**config.mk**
```make
export PLATFORM = sky130hd
export DESIGN_NAME = triangle_feeder
export DESIGN_NICKNAME = d
export VERILOG_FILES = /design/src/rtl/defines_package.sv /design/src/rtl/triangle_feeder.sv
export SDC_FILE = /design/constraint.sdc
export NUM_CORES = 2
export LEC_CHECK = 0
export ABC_CLOCK_PERIOD_IN_PS = 21600
export BUFFER_PORTS_ARGS = -buffer_cell sky130_fd_sc_hd__buf_4
export CAP_MARGIN = 20
export CORE_UTILIZATION = 48
export CTS_BUF_LIST = sky130_fd_sc_hd__clkbuf_8
export DETAILED_ROUTE_END_ITERATION = 8
export PLACE_DENSITY = 0.65
export RECOVER_POWER = 50
export SYNTH_ARGS = -nofsm -noshare
export SYNTH_HDL_FRONTEND = slang
export SYNTH_SLANG_ARGS = --single-unit
```
**constraint.sdc**
```tcl
create_clock -name clk -period 21.6 [get_ports clk]
set_clock_uncertainty 0.1 [all_clocks]
set_input_delay 0 -clock clk [delete_from_list [all_inputs] [get_ports clk]]
set_output_delay 0 -clock clk [all_outputs]
set_load 0.01 [all_outputs]
```
**src/rtl/defines_package.sv**
```systemverilog
// Shared geometry/colour types used between the geometry front end and the rasterizer.
package defines_package;

  typedef struct packed {
    logic [15:0] x;
    logic [15:0] y;
    logic [15:0] z;
  } Vertex3D;

  typedef struct packed {
    Vertex3D v0;
    Vertex3D v1;
    Vertex3D v2;
  } Triangle3D;

  typedef struct packed {
    logic [7:0] r;
    logic [7:0] g;
    logic [7:0] b;
  } Color;

endpackage

```
**src/rtl/triangle_feeder.sv**
```systemverilog
// Triangle/colour FIFO feeding the rasterizer one triangle at a time, with
// start/done handshake and end-of-frame tracking.
module triangle_feeder
  import defines_package::*;
#(
  parameter int DEPTH = 8,
  parameter int CNT_W = 16
) (
  input  logic                    clk,
  input  logic                    n_rst,
  input  logic                    wr_en,
  input  Triangle3D               wr_triangle,
  input  Color                    wr_color,
  input  logic                    frame_end,
  input  logic                    rast_done,
  output Triangle3D               o_triangle,
  output Color                    o_color,
  output logic                    rast_start,
  output logic                    full,
  output logic                    empty,
  output logic [$clog2(DEPTH):0]  level,
  output logic                    busy,
  output logic                    overflow,
  output logic                    frame_done,
  output logic [CNT_W-1:0]        tri_count
);

  localparam int PTR_W = $clog2(DEPTH);
  localparam logic [PTR_W:0] LVL_FULL = (PTR_W+1)'(DEPTH);
  localparam logic [CNT_W-1:0] CNT_MAX = {CNT_W{1'b1}};

  typedef enum logic [1:0] {
    ST_IDLE  = 2'd0,
    ST_START = 2'd1,
    ST_WAIT  = 2'd2
  } state_t;

  Triangle3D        tri_mem_q [DEPTH];
  Color             col_mem_q [DEPTH];
  logic [PTR_W-1:0] wr_ptr_q, wr_ptr_d;
  logic [PTR_W-1:0] rd_ptr_q, rd_ptr_d;
  logic [PTR_W:0]   level_q, level_d;
  state_t           state_q, state_d;
  Triangle3D        tri_q, tri_d;
  Color             col_q, col_d;
  logic             full_q, empty_q, busy_q, start_q, ovf_q, pend_q, fdone_q;
  logic             pend_d, fdone_d, ovf_d;
  logic [CNT_W-1:0] cnt_q, cnt_d;
  logic             push_s, pop_s;

  // Handshake FSM: decides when the head entry is popped and presented.
  always_comb begin
    state_d = state_q;
    pop_s   = 1'b0;
    case (state_q)
      ST_IDLE: begin
        if (!empty_q) begin
          pop_s   = 1'b1;
          state_d = ST_START;
        end else begin
          state_d = ST_IDLE;
        end
      end
      ST_START: state_d = ST_WAIT;
      ST_WAIT: begin
        if (rast_done && !empty_q) begin
          pop_s   = 1'b1;
          state_d = ST_START;
        end else if (rast_done) begin
          state_d = ST_IDLE;
        end else begin
          state_d = ST_WAIT;
        end
      end
      default: state_d = ST_IDLE;
    endcase
  end

  // FIFO bookkeeping, presented data, frame tracking and counters.
  always_comb begin
    push_s   = wr_en && !full_q;
    wr_ptr_d = push_s ? wr_ptr_q + PTR_W'(1) : wr_ptr_q;
    rd_ptr_d = pop_s ? rd_ptr_q + PTR_W'(1) : rd_ptr_q;
    case ({push_s, pop_s})
      2'b10:   level_d = level_q + (PTR_W+1)'(1);
      2'b01:   level_d = level_q - (PTR_W+1)'(1);
      default: level_d = level_q;
    endcase
    if (pop_s) begin
      tri_d = tri_mem_q[rd_ptr_q];
      col_d = col_mem_q[rd_ptr_q];
    end else begin
      tri_d = tri_q;
      col_d = col_q;
    end
    ovf_d  = ovf_q || (wr_en && full_q);
    // The pending flag is consumed by the edge that ends the frame_done pulse;
    // frame_done is predicted one edge early so it can be a register.
    pend_d  = fdone_q ? 1'b0 : (pend_q || frame_end);
    fdone_d = pend_d && (state_d == ST_IDLE) && (level_d == '0);
    if (fdone_q) begin
      cnt_d = '0;
    end else if ((state_q == ST_START) && (cnt_q != CNT_MAX)) begin
      cnt_d = cnt_q + CNT_W'(1);
    end else begin
      cnt_d = cnt_q;
    end
  end

  // FIFO storage; contents are don't-care until written, so no reset needed.
  always_ff @(posedge clk) begin
    if (n_rst && push_s) begin
      tri_mem_q[wr_ptr_q] <= wr_triangle;
      col_mem_q[wr_ptr_q] <= wr_color;
    end
  end

  // Control and output registers with synchronous active-low reset.
  always_ff @(posedge clk) begin
    if (!n_rst) begin
      wr_ptr_q <= '0;
      rd_ptr_q <= '0;
      level_q  <= '0;
      state_q  <= ST_IDLE;
      tri_q    <= '0;
      col_q    <= '0;
      full_q   <= 1'b0;
      empty_q  <= 1'b1;
      busy_q   <= 1'b0;
      start_q  <= 1'b0;
      ovf_q    <= 1'b0;
      pend_q   <= 1'b0;
      fdone_q  <= 1'b0;
      cnt_q    <= '0;
    end else begin
      wr_ptr_q <= wr_ptr_d;
      rd_ptr_q <= rd_ptr_d;
      level_q  <= level_d;
      state_q  <= state_d;
      tri_q    <= tri_d;
      col_q    <= col_d;
      full_q   <= (level_d == LVL_FULL);
      empty_q  <= (level_d == '0);
      busy_q   <= (state_d != ST_IDLE);
      start_q  <= (state_d == ST_START);
      ovf_q    <= ovf_d;
      pend_q   <= pend_d;
      fdone_q  <= fdone_d;
      cnt_q    <= cnt_d;
    end
  end

  assign o_triangle = tri_q;
  assign o_color    = col_q;
  assign rast_start = start_q;
  assign full       = full_q;
  assign empty      = empty_q;
  assign level      = level_q;
  assign busy       = busy_q;
  assign overflow   = ovf_q;
  assign frame_done = fdone_q;
  assign tri_count  = cnt_q;

endmodule

```
==> metrics <==
outcome complete, but fails checks; violated checks max-capacitance violations, max-slew violations; DP Area 62200 sq um; Max IR drop VDD 0.0000772 V; routed wire length 129000 microns; Final Cell Area 69700 sq um; Critical Path Fanout Max 124; DP Worst Slack 17.88 ns; largest net degree at the start of global routing 148; GPL Wtd Cong 0.778; Fillers 8906; nets 3714; Die ar. 121000 sq um; critical path type primary input to register; Synth async-reset ratio 0; Chip Width 348 microns; Final Critical Period 11.38 ns; Avg Cell Area, Syn 21.4 sq um; H-tree lvl count 4; Residual DRC 0; IO Count 367; period utilization 0.527; Yosys cell types 47; slowest stage delay, CP 5.55 ns; area of the mapped netlist 57600 sq um; 1st-pass router iterations 5; final setup TNS 0 ns; clk slew on worst S/H paths 0.07 ns; endpoints failing setup 0; register bit total from synthesis 1547; Initial Util 0.486; Clock Tree Root clkbuf_8; total track usage 0.214; cell count after synthesis 2696; worst hold endpoint wr_ptr_q[1]$_SDFFE_PN0P_; leakage 24.0 nW; Worst setup startpoint n_rst; hold depth 5; clk sinks 1547; CP max stage cell clkbuf_1; vias in the first global route 31644; clk buf depth 3; Detail Route Antenna Nets 0; worst min path class primary input to register; count leader, synth edfxtp_1; Fin Hold WS 0.132 ns; Worst setup EP type register; Startpoint Class primary input; hold_sp wr_en; Crit Reg-Reg Endpoint tri_mem_q[5][70]$_DFFE_PP_; CP cell instances dlygate4sd3_1, clkbuf_1, clkbuf_1, nand2b_1, nor2_1, nand2_1, nor4_1; Main synth FF type edfxtp_1; post-synthesis sequential area ratio 0.771; crit path DAT 12.09 ns; fin util 0.588; DR WL/cell 24.1 microns; RSZ-0062 raised after global routing false; Setup WS post-layout 10.22 ns; hpwl dp 67600 microns; site row count 126; syn_nets 2874; CTS tree built; fmax 87.9 MHz; initial antenna violation count 26; Final Slew Violations 193; clock latency on the worst-skew pair 0.90 ns; initial drt markers 1948; TritonCTS Buffers 236; Die Y 348 microns; share of layout cells above drive strength 1 0.240; grt ovf 0; first-pass GRT wire length 193000 microns; Core Footprint 119000 sq um; Worst EP required 22.31 ns; pwr dens 107 nW/um^2; post-synth top area cell edfxtp_1; Port-buffer cells 366; Tightest Pin Transition 7.64 ns; Commonest cells post-synth edfxtp_1 (1344), mux4_2 (336), dfxtp_1 (203); synth top area cells edfxtp_1 (70%), mux4_2 (13%), dfxtp_1 (7.1%), mux2i_1 (3.0%), o211a_1 (2.9%); post-DR vias/cell 5.48; EDFF count, synth 1344; via count 29383; MaxCap Viol Count 2; post-synth top area share 0.700; RR Startpoint full$_SDFF_PN0_; Yosys Warn Count 0; P&R area growth vs syn 20.9%; R2R cell count 5; CP dominant cell by count clkbuf_1; final hold violation count 0; Reg2Reg Setup Slack 17.83 ns; Worst slew margin -4.10
## cells in the final DEF (no fill, tap or decap), types with 4 or more instances in the layout
master            n
a21oi_1           4
and2_1            7
and4_1            4
buf_12            4
buf_4            50
bufinv_16         6
clkbuf_1        195
clkbuf_4        167
clkbuf_8        272
clkinv_1         35
clkinv_2         33
clkinvlp_4        6
dfxtp_1         200
diode_2          16
dlygate4sd3_1   343
edfxtp_1       1344
ha_1              5
inv_1            90
inv_8             4
mux2i_1         172
mux4_2          336
nand2_1         182
nand2b_1          4
nand3_1           8
nand4_1           5
nor2_1           21
nor2b_1           7
nor3_1            6
o211a_1         168
o31ai_1           4
xnor2_1          11
xor2_1            8
## what timing repair did
action / CTS / global route
hold buffers: 343 / 0
setup endpoints to repair: 0 / 0
buffers inserted: 0 / 0
gates resized for setup: 0 / 0
hold endpoints to repair: 1458 / 0
## routing by layer
metal,global-route usage,vias to the layer above,part of all wire
met4,0.0631,24,0.019
met3,0.0569,213,0.069
li1,-,12919,-
met2,0.364,898,0.50
met5,0,-,0.0011
met1,0.268,15329,0.41
## final cells by class
class                      instances  area, sq um  share of cell area
sequential                      1547        44400               0.638
multi-input combinational        990        12600               0.181
timing repair buffer             759         5870              0.0843
clock buffer                     272         3740              0.0537
tap                             1600         2000              0.0287
clock inverter                   177          978              0.0140
antenna                           16         40.0            0.000575
inverter                           2         7.51            0.000108
## power by group
part           internal, mW  switching (mW)
registers              3.45           0.127
logic                 0.755           0.803
clock network          1.23            1.12
total                  5.43            2.05
## worst max path at each step
| stage | cells after the start | endpoint | slack, ns |
|---|---|---|---|
| 4_1_cts | 5 | tri_mem_q[5][70]$_DFFE_PP_ | 17.80 |
| 2_1_floorplan | 4 | col_mem_q[4][0]$_DFFE_PP_ | 2.36 |
| 6_report | 7 | frame_done$_SDFF_PN0_ | 10.22 |
| 5_1_grt | 7 | frame_done$_SDFF_PN0_ | 9.38 |
| 3_5_place_dp | 6 | o_triangle[63]$_SDFFE_PN0P_ | 17.88 |
| 3_3_place_gp | 6 | o_triangle[48]$_SDFFE_PN0P_ | 17.88 |
## registers in the layout, summed over array words and instances, names as in the netlist
name and cells:
pend_q 1, tri_count 16, wr_ptr_q 3, tri_mem_q 1152
col_mem_q 192, level 4, rast_start 1, frame_done 1
empty 1, state_q 2, overflow 1, o_color 24
full 1, rd_ptr_q 3, o_triangle 144, busy 1
## per-stage QoR
stage | total power, mW | instances
finish | 7.48 | 5363
global route | 7.83 | 5357
CTS | 7.68 | 5347
detailed placement | 5.28 | 4555
global placement | 5.24 | 4555
floorplan | 4.75 | 2696
## worst max-delay path, delay by kind of cell
kind / cells / cell delay, ns
simple gates: 4 / 2.87
buf+inv: 3 / 9.06
## cell families after synthesis
kind of cell | synth area share
buffers and inverters | 0.0112
multiplexers | 0.161
XOR/XNOR | 0.00289
adder cells (fa/ha/maj) | 0.00109
flip-flops | 0.771
AND/OR/NAND/NOR | 0.0207
AO/OA/AOI/OAI | 0.0319
(Power assumes the default switching activity.)
